<file path="src/rtl/dsp_pkg.sv">
// -----------------------------------------------------------------------------
// dsp_pkg
// Definitions shared by the DSP issue scheduler and its tag delay line.
//   - dsp_mode_t    : fracturable multiplier mode encodings
//   - sched_state_t : issue scheduler FSM states
//   - result widths and per-mode issue intervals
//   - helpers: effective_mode(), issue_interval(), res_width()
// -----------------------------------------------------------------------------
package dsp_pkg;

    typedef enum logic [1:0] {
        MODE_5X5 = 2'd0,
        MODE_5X9 = 2'd1,
        MODE_9X9 = 2'd2,
        MODE_ILL = 2'd3
    } dsp_mode_t;

    typedef enum logic [1:0] {
        ST_IDLE  = 2'd0,
        ST_GAP   = 2'd1,
        ST_DRAIN = 2'd2
    } sched_state_t;

    // Width of the narrow operand lanes used by the 5-bit modes.
    localparam int NARROW_W = 5;

    // Valid product widths per mode; the 9x9 mode uses the full N+M bus.
    localparam int RES_W_5X5 = 10;
    localparam int RES_W_5X9 = 14;

    // Minimum cycles between consecutive issues in each mode.
    localparam int ISSUE_INTERVAL_5X5 = 1;
    localparam int ISSUE_INTERVAL_5X9 = 2;
    localparam int ISSUE_INTERVAL_9X9 = 1;

    // The illegal encoding is executed as a full-width multiply.
    function automatic logic [1:0] effective_mode(input logic [1:0] mode);
        return (mode == MODE_ILL) ? MODE_9X9 : mode;
    endfunction

    function automatic int issue_interval(input logic [1:0] mode);
        case (mode)
            MODE_5X5: return ISSUE_INTERVAL_5X5;
            MODE_5X9: return ISSUE_INTERVAL_5X9;
            default:  return ISSUE_INTERVAL_9X9;
        endcase
    endfunction

    function automatic int res_width(input logic [1:0] mode, input int full_w);
        case (mode)
            MODE_5X5: return RES_W_5X5;
            MODE_5X9: return RES_W_5X9;
            default:  return full_w;
        endcase
    endfunction

endpackage

</file>
<file path="src/rtl/dsp_tag_delay.sv">
// -----------------------------------------------------------------------------
// dsp_tag_delay
// DEPTH-stage shift register carrying {valid, tag, mode} alongside the DSP
// pipeline so each product can be matched with the request that produced it.
// Ports:
//   clk, rst_n                       : clock, asynchronous active-low reset
//   load_valid/load_tag/load_mode    : entry shifted in every cycle
//   tail_valid/tail_tag/tail_mode    : entry leaving the last stage
// -----------------------------------------------------------------------------
module dsp_tag_delay
    import dsp_pkg::*;
#(
    parameter int DEPTH = 2,
    parameter int TAG_W = 4
) (
    input  logic             clk,
    input  logic             rst_n,
    input  logic             load_valid,
    input  logic [TAG_W-1:0] load_tag,
    input  logic [1:0]       load_mode,
    output logic             tail_valid,
    output logic [TAG_W-1:0] tail_tag,
    output logic [1:0]       tail_mode
);

    for (genvar gi = 0; gi < DEPTH; gi++) begin : g_stage
        logic             valid_reg;
        logic [TAG_W-1:0] tag_reg;
        logic [1:0]       mode_reg;
        logic             valid_src;
        logic [TAG_W-1:0] tag_src;
        logic [1:0]       mode_src;

        if (gi == 0) begin : g_src
            assign valid_src = load_valid;
            assign tag_src   = load_tag;
            assign mode_src  = load_mode;
        end else begin : g_src
            assign valid_src = g_stage[gi-1].valid_reg;
            assign tag_src   = g_stage[gi-1].tag_reg;
            assign mode_src  = g_stage[gi-1].mode_reg;
        end

        always_ff @(posedge clk or negedge rst_n) begin
            if (!rst_n) begin
                valid_reg <= 1'b0;
                tag_reg   <= '0;
                mode_reg  <= '0;
            end else begin
                valid_reg <= valid_src;
                tag_reg   <= tag_src;
                mode_reg  <= mode_src;
            end
        end
    end

    assign tail_valid = g_stage[DEPTH-1].valid_reg;
    assign tail_tag   = g_stage[DEPTH-1].tag_reg;
    assign tail_mode  = g_stage[DEPTH-1].mode_reg;

endmodule

</file>
<file path="src/rtl/dsp_issue_sched.sv">
// -----------------------------------------------------------------------------
// dsp_issue_sched
// Issue scheduler in front of the fracturable DSP multiplier. Accepts tagged
// requests over valid/ready, enforces per-mode issue spacing, drains the DSP
// pipeline before a mode change, masks unused operand bits, and returns a
// tagged, width-masked result one cycle after the DSP output becomes valid.
// Ports:
//   clk, rst_n                 : clock, asynchronous active-low reset
//   req_valid/req_ready        : request handshake
//   req_mode/req_a/req_b/req_tag : request payload
//   dsp_start/dsp_mode/dsp_aa/dsp_bb/dsp_cc : DSP inputs (registered)
//   dsp_out                    : DSP product
//   rsp_valid/rsp_tag/rsp_mode/rsp_data : registered result strobe
//   illegal_mode               : pulse when a mode-3 request is accepted
// -----------------------------------------------------------------------------
module dsp_issue_sched
    import dsp_pkg::*;
#(
    parameter int N       = 9,
    parameter int M       = 9,
    parameter int PIPES   = 0,
    parameter int DSP_LAT = PIPES + 1,
    parameter int TAG_W   = 4
) (
    input  logic             clk,
    input  logic             rst_n,
    input  logic             req_valid,
    output logic             req_ready,
    input  logic [1:0]       req_mode,
    input  logic [N-1:0]     req_a,
    input  logic [M-1:0]     req_b,
    input  logic [TAG_W-1:0] req_tag,
    output logic             dsp_start,
    output logic [1:0]       dsp_mode,
    output logic [N-1:0]     dsp_aa,
    output logic [M-1:0]     dsp_bb,
    output logic [N+M-1:0]   dsp_cc,
    input  logic [N+M-1:0]   dsp_out,
    output logic             rsp_valid,
    output logic [TAG_W-1:0] rsp_tag,
    output logic [1:0]       rsp_mode,
    output logic [N+M-1:0]   rsp_data,
    output logic             illegal_mode
);

    localparam int W = N + M;

    // A request is outstanding from acceptance until its result is returned:
    // one cycle in the issue register, DSP_LAT cycles in the DSP, one cycle
    // waiting for the capture edge. Back-to-back issue can therefore have
    // DSP_LAT+2 requests outstanding.
    localparam int INF_W = $clog2(DSP_LAT + 3);

    // Delay line depth: one stage matching the DSP input sample, then
    // DSP_LAT stages matching the product latency.
    localparam int DELAY_DEPTH = DSP_LAT + 1;

    localparam logic [N-1:0] A_NARROW_MASK = N'((1 << NARROW_W) - 1);
    localparam logic [M-1:0] B_NARROW_MASK = M'((1 << NARROW_W) - 1);

    sched_state_t     state_reg, state_next;
    logic [INF_W-1:0] inflight_reg, inflight_next;
    logic [TAG_W-1:0] issue_tag_reg;

    logic [1:0]       eff_mode;
    logic             mode_change;
    logic             busy;
    logic             accept;
    logic [N-1:0]     aa_next;
    logic [M-1:0]     bb_next;

    logic             tail_valid;
    logic [TAG_W-1:0] tail_tag;
    logic [1:0]       tail_mode;

    function automatic logic [W-1:0] mask_result(input logic [W-1:0] data,
                                                 input logic [1:0]   mode);
        logic [W-1:0] msk;
        int           rw;
        msk = '0;
        rw  = res_width(mode, W);
        for (int i = 0; i < W; i++) begin
            msk[i] = (i < rw);
        end
        return data & msk;
    endfunction

    // ------------------------------------------------------------------
    // Handshake
    // ------------------------------------------------------------------
    assign eff_mode    = effective_mode(req_mode);
    assign mode_change = (eff_mode != dsp_mode);
    assign busy        = (inflight_reg != '0);
    assign req_ready   = (state_reg == ST_IDLE) && !(mode_change && busy);
    assign accept      = req_valid && req_ready;
    assign dsp_cc      = '0;

    // ------------------------------------------------------------------
    // Operand lane masking
    // ------------------------------------------------------------------
    always_comb begin
        aa_next = req_a;
        bb_next = req_b;
        case (eff_mode)
            MODE_5X5: begin
                aa_next = req_a & A_NARROW_MASK;
                bb_next = req_b & B_NARROW_MASK;
            end
            MODE_5X9: begin
                aa_next = req_a & A_NARROW_MASK;
            end
            default: begin
            end
        endcase
    end

    // ------------------------------------------------------------------
    // FSM
    // ------------------------------------------------------------------
    always_ff @(posedge clk or negedge rst_n) begin
        if (!rst_n) begin
            state_reg <= ST_IDLE;
        end else begin
            state_reg <= state_next;
        end
    end

    always_comb begin
        state_next = state_reg;
        case (state_reg)
            ST_IDLE: begin
                if (accept) begin
                    if (issue_interval(eff_mode) > 1) begin
                        state_next = ST_GAP;
                    end
                end else if (req_valid && mode_change && busy) begin
                    state_next = ST_DRAIN;
                end
            end
            ST_GAP: begin
                state_next = ST_IDLE;
            end
            ST_DRAIN: begin
                if (!busy) begin
                    state_next = ST_IDLE;
                end
            end
            default: begin
                state_next = ST_IDLE;
            end
        endcase
    end

    // ------------------------------------------------------------------
    // Issue register: operands and mode hold when nothing is accepted
    // ------------------------------------------------------------------
    always_ff @(posedge clk or negedge rst_n) begin
        if (!rst_n) begin
            dsp_start     <= 1'b0;
            dsp_mode      <= '0;
            dsp_aa        <= '0;
            dsp_bb        <= '0;
            issue_tag_reg <= '0;
            illegal_mode  <= 1'b0;
        end else begin
            dsp_start    <= accept;
            illegal_mode <= accept && (req_mode == MODE_ILL);
            if (accept) begin
                dsp_mode      <= eff_mode;
                dsp_aa        <= aa_next;
                dsp_bb        <= bb_next;
                issue_tag_reg <= req_tag;
            end
        end
    end

    // ------------------------------------------------------------------
    // Outstanding-request counter
    // ------------------------------------------------------------------
    always_comb begin
        inflight_next = inflight_reg;
        if (accept && !tail_valid) begin
            inflight_next = inflight_reg + INF_W'(1);
        end else if (!accept && tail_valid) begin
            inflight_next = inflight_reg - INF_W'(1);
        end
    end

    always_ff @(posedge clk or negedge rst_n) begin
        if (!rst_n) begin
            inflight_reg <= '0;
        end else begin
            inflight_reg <= inflight_next;
        end
    end

    // ------------------------------------------------------------------
    // Tag/mode delay line tracking the DSP pipeline
    // ------------------------------------------------------------------
    dsp_tag_delay #(
        .DEPTH (DELAY_DEPTH),
        .TAG_W (TAG_W)
    ) u_tag_delay (
        .clk        (clk),
        .rst_n      (rst_n),
        .load_valid (dsp_start),
        .load_tag   (issue_tag_reg),
        .load_mode  (dsp_mode),
        .tail_valid (tail_valid),
        .tail_tag   (tail_tag),
        .tail_mode  (tail_mode)
    );

    // ------------------------------------------------------------------
    // Retire: capture the DSP product when its tag reaches the tail
    // ------------------------------------------------------------------
    always_ff @(posedge clk or negedge rst_n) begin
        if (!rst_n) begin
            rsp_valid <= 1'b0;
            rsp_tag   <= '0;
            rsp_mode  <= '0;
            rsp_data  <= '0;
        end else begin
            rsp_valid <= tail_valid;
            if (tail_valid) begin
                rsp_tag  <= tail_tag;
                rsp_mode <= tail_mode;
                rsp_data <= mask_result(dsp_out, tail_mode);
            end
        end
    end

endmodule

</file>
<file path="config.mk">
export PLATFORM = sky130hd
export DESIGN_NAME = dsp_issue_sched
export DESIGN_NICKNAME = d
export VERILOG_FILES = /design/src/rtl/dsp_pkg.sv /design/src/rtl/dsp_tag_delay.sv /design/src/rtl/dsp_issue_sched.sv
export SDC_FILE = /design/constraint.sdc
export NUM_CORES = 1
export LEC_CHECK = 0
export CORE_ASPECT_RATIO = 1.25
export CORE_UTILIZATION = 45
export DETAILED_ROUTE_END_ITERATION = 7
export MAX_ROUTING_LAYER = met4
export PLACE_DENSITY_LB_ADDON = 0.12
export SYNTH_ARGS = -nofsm -noshare
export SYNTH_HDL_FRONTEND = slang
export SYNTH_HIERARCHICAL = 1
export SYNTH_SLANG_ARGS = --single-unit
</file>
<file path="constraint.sdc">
create_clock -name clk -period 4.1 [get_ports clk]
set_clock_uncertainty 0.1 [all_clocks]
set_input_delay 0.41 -clock clk [delete_from_list [all_inputs] [get_ports clk]]
set_output_delay 0.41 -clock clk [all_outputs]
set_load 0.02 [all_outputs]
</file>
==> qor.log <==
INFO  die            floorplan_row_count=31
INFO  logic_synthesis synth_area_in_simple_gates=0.06183
INFO  timing         timing_hold_violations_final=0
INFO  timing         fmax=304.8MHz
INFO  die            dieWidth=71.17µm
INFO  global_routing grt_max_degree=38
INFO  flow_run       cap_violations=0
INFO  logic_synthesis cell_count_after_synthesis=188
INFO  timing         timing_worst_slew_pin_value=0.8305ns
INFO  cts            clkSlewWorstSetupHoldPaths=0.07ns
INFO  die            die_h=88.47µm
INFO  min_path       holdCritPathClass=in2async
INFO  route          via_count=1,737
INFO  global_routing via_count_of_the_first_global_routing_pass=1,813
INFO  logic_synthesis combinational_family_with_the_most_area_after_synthesis=multiplexers
INFO  route          routed-wl-met2=2418µm
INFO  timing         aggregate_negative_setup_slack=0ns
INFO  route          drt-vias-per-instance=4.852
INFO  cts            clock_insertion_delay_worst_skew=0.33ns
INFO  power          powerDensity=780.7nW/µm²
INFO  setup_path     data_arrival_time_of_the_critical_path=2.77ns
INFO  placement      gpl.final_weighted_congestion=0.6927
INFO  timing         rsz0062_at_grt=no
INFO  power          seq_power_share=0.390
INFO  logic_synthesis synth_xor_xnor_area_share=0.009763
INFO  layout         largest_reg_flops=18
INFO  logic_synthesis async_sr_flop_fraction=1.000
INFO  die            fp.coreArea=5779µm²
INFO  setup_path     worstPathRequired=3.59ns
INFO  power          power_switching_share=0.3404
INFO  logic_synthesis syn-mean-instance-area=14.32µm²
INFO  timing         post-route-worst-setup-slack=0.8195ns
INFO  route          met3_length=420µm
INFO  logic_synthesis postSynth.topFlopCell=sky130_fd_sc_hd__dfrtp_1
INFO  die            ioPinCount=111
INFO  cts            clock-root-buffer=sky130_fd_sc_hd__clkbuf_8
INFO  logic_synthesis syn_area=2691µm²
INFO  layout         antenna_cells=0
INFO  global_routing globalRouteTotalUtil=0.1796
INFO  die            fp.dieArea=6296µm²
INFO  run_status     status=finished with violations
INFO  global_routing global_route_wire_length_before_repair=8342µm
INFO  layout         areaGrowthSynthToFinish=41.38%
INFO  run_status     violations=DRC
INFO  logic_synthesis compound_gate_portion_of_the_synthesized_area=0.07066
INFO  logic_synthesis seq_area_frac_synth=0.6416
INFO  power          p_comb_frac=0.431
INFO  power          power_report.internal_total=1959µW
INFO  setup_path     most_used_cell_cp=sky130_fd_sc_hd__clkdlybuf4s50_1
INFO  layout         fraction_of_final_layout_cells_with_drive_strength_greater_than_1=0.1884
INFO  route          route.top_layer_used=met4
INFO  power          clk_network_pwr_share=0.179
INFO  cts            resized_after_cts=0
INFO  timing         timing.final.max_slew_violations=0
INFO  logic_synthesis synth-edff-count=0
INFO  power          ir_worst_vdd=0.4664mV
INFO  setup_path     timing.critical_path.slowest_cell_delay=0.81ns
INFO  route          wirelength_met1=2182µm
INFO  timing         period_needed=3.281ns
INFO  timing         finalCritPeriodShare=0.8001
INFO  power          lkg_pwr=0.001664µW
INFO  global_routing grt_antenna_before_repair=0
INFO  timing         slew_headroom=0.4417
INFO  logic_synthesis yosysWarnings=6
INFO  placement      placement.io_buffers=92
INFO  setup_path     slowest_stage=sky130_fd_sc_hd__clkdlybuf4s50_1
INFO  logic_synthesis register_bit_total_from_synthesis=69
INFO  logic_synthesis area_share_of_fa_ha_maj_cells_after_synthesis=0.004649
INFO  die            initial_standard_cell_utilization_of_the_core=0.4657
INFO  cts            ctsLongestPathBuffers=2
INFO  cts            clock_tree.htree_level_count=3
INFO  timing         setup_viol=0
INFO  setup_path     peak_fanout_along_the_critical_path=14
INFO  logic_synthesis synth_cell_type_count=25
INFO  cts            cts_hold_repair.buffers=0
INFO  cts            postCtsSetupRepairBufs=0
INFO  placement      pre_cts_setup_slack=0.7861ns
INFO  route          antenna_violating_nets_post_route=0
INFO  layout         layout.filler_cells=458
INFO  logic_synthesis synth_mux_area_frac=0.1334
INFO  setup_path     critical_path.cell_chain=clkdlybuf4s50_1 > nor4bb_4 > nor4_2 > nor3_1 > clkdlybuf4s50_1
INFO  route          first_iter_violations=90
INFO  setup_path     timing.critical_path.from_type=input pin
INFO  layout         layout_top_registers=rsp_data (18), dsp_aa (9), dsp_bb (9)
INFO  cts            cts.sinks=69
INFO  global_routing grt_overflow_total=0
INFO  power          total_switching_power=1011µW
INFO  cts            cts_made_buffers=9
INFO  setup_path     crit_path_end_kind=output port
INFO  layout         layout.core_utilization=0.6584
INFO  layout         largest-register=rsp_data
INFO  layout         fin_nets=334
INFO  cts            cts_tree=built
INFO  placement      place.detailed.hpwl=3621µm
INFO  route          drcViolationCount=12
INFO  route          drt-total-wl=5077µm
INFO  route          routedWlPerCell=14.18µm
INFO  route          drt_first_pass_iters=7
INFO  setup_path     worst-setup-path-type=in2out
==> kinds of logic (layout without fill, tap and decap cells) <==
group,count (synthesis),in the layout
AO/OA/AOI/OAI,22,22
XOR/XNOR,3,3
adder cells (fa/ha/maj),1,1
buffers and inverters,33,120
flip-flops,69,69
multiplexers,32,32
other,1,18
AND/OR/NAND/NOR,27,27
==> through the flow <==
step / instance area [µm²] / hold WS (ns) / total power (µW) / std cells
finish: 3805 / 0.02840 / 2970 / 358
global route: 3805 / 0.08197 / 3146 / 358
CTS: 3805 / 0.05126 / 3013 / 358
detailed placement: 3615 / 0.2364 / 2471 / 343
global placement: 3615 / 0.2323 / 2433 / 343
floorplan: 2755 / 0.01441 / 1877 / 205
==> layout make-up <==
cell class / count / area [µm²] / share of cell area
sequential: 69 / 1727 / 0.4538
timing repair buffer: 97 / 953.4 / 0.2506
multi-input combinational: 103 / 822.0 / 0.2160
clock buffer: 11 / 141.4 / 0.03716
tap: 66 / 82.58 / 0.02170
clock inverter: 4 / 48.80 / 0.01282
inverter: 8 / 30.03 / 0.007892
==> placed cells by master (no fill, tap or decap) <==
| master | instances |
|---|---|
| sky130_fd_sc_hd__o21ai_0 | 4 |
| sky130_fd_sc_hd__clkbuf_1 | 1 |
| sky130_fd_sc_hd__ha_1 | 1 |
| sky130_fd_sc_hd__o211ai_1 | 4 |
| sky130_fd_sc_hd__buf_4 | 5 |
| sky130_fd_sc_hd__clkinv_4 | 1 |
| sky130_fd_sc_hd__nand2_1 | 6 |
| sky130_fd_sc_hd__nand3_1 | 8 |
| sky130_fd_sc_hd__mux2_2 | 31 |
| sky130_fd_sc_hd__mux2i_1 | 1 |
| sky130_fd_sc_hd__a21o_1 | 1 |
| sky130_fd_sc_hd__inv_1 | 8 |
| sky130_fd_sc_hd__clkinv_2 | 2 |
| sky130_fd_sc_hd__clkdlybuf4s50_1 | 91 |
| sky130_fd_sc_hd__nand2b_1 | 1 |
| sky130_fd_sc_hd__nor4bb_4 | 1 |
| sky130_fd_sc_hd__bufinv_16 | 1 |
| sky130_fd_sc_hd__nor2_1 | 5 |
| sky130_fd_sc_hd__buf_2 | 1 |
| sky130_fd_sc_hd__nor3b_1 | 2 |
| sky130_fd_sc_hd__xnor2_1 | 1 |
| sky130_fd_sc_hd__nor4_2 | 2 |
| sky130_fd_sc_hd__dfrtp_1 | 69 |
| sky130_fd_sc_hd__clkbuf_8 | 10 |
| sky130_fd_sc_hd__o41ai_4 | 1 |
| sky130_fd_sc_hd__and3b_1 | 1 |
| sky130_fd_sc_hd__xor2_1 | 2 |
| sky130_fd_sc_hd__conb_1 | 18 |
| sky130_fd_sc_hd__o2bb2ai_1 | 12 |
| sky130_fd_sc_hd__nor3_1 | 1 |
==> critical path: cells and delay by family <==
family	cells	cell delay, ns
buf+inv	2	1.38
simple gates	3	0.97
==> layer usage <==
metal  vias to the layer above  GRT usage
met5                         -          -
met4                         0    0.06000
met3                         7    0.05467
met2                        88     0.2926
met1                       831     0.2134
li1                        811          -
==> cells in the mapped netlist, types with 4 or more instances <==
cell type | instances | area share
sky130_fd_sc_hd__inv_1 | 8 | 0.011
sky130_fd_sc_hd__nand3_1 | 8 | 0.015
sky130_fd_sc_hd__o21ai_0 | 4 | 0.0074
sky130_fd_sc_hd__clkbuf_1 | 5 | 0.0070
sky130_fd_sc_hd__dfrtp_1 | 69 | 0.64
sky130_fd_sc_hd__nor2_1 | 5 | 0.0070
sky130_fd_sc_hd__nand2_1 | 6 | 0.0084
sky130_fd_sc_hd__mux2_2 | 31 | 0.13
sky130_fd_sc_hd__o2bb2ai_1 | 12 | 0.039
sky130_fd_sc_hd__o211ai_1 | 4 | 0.011
sky130_fd_sc_hd__buf_4 | 18 | 0.050
==> path summary, 6_finish.rpt <==
check | startpoint | end | slack, ns | depth (start not counted)
worst min register to register | u_tag_delay/g_stage[0].mode_reg[1] | u_tag_delay/tail_mode[1] | 0.25 | 0
min in group clk | u_tag_delay/g_stage[0].mode_reg[1] | u_tag_delay/tail_mode[1] | 0.25 | 0
max in group asynchronous | rst_n | dsp_aa[5] | 2.93 | 2
worst min-delay path | rst_n | rsp_data[2] | 0.03 | 1
worst max register to register | dsp_mode[0] | inflight_reg[1] | 1.77 | 7
worst max-delay path | req_mode[1] | req_ready | 0.82 | 5
==> power by group through the flow <==
stage	clock, µW	combinational [µW]	sequential [µW]
floorplan	0	466	1410
global placement	0	1280	1160
detailed placement	0	1300	1170
CTS	549	1300	1160
global route	580	1370	1200
finish	532	1280	1160
Power figures use the tool's default switching activity.
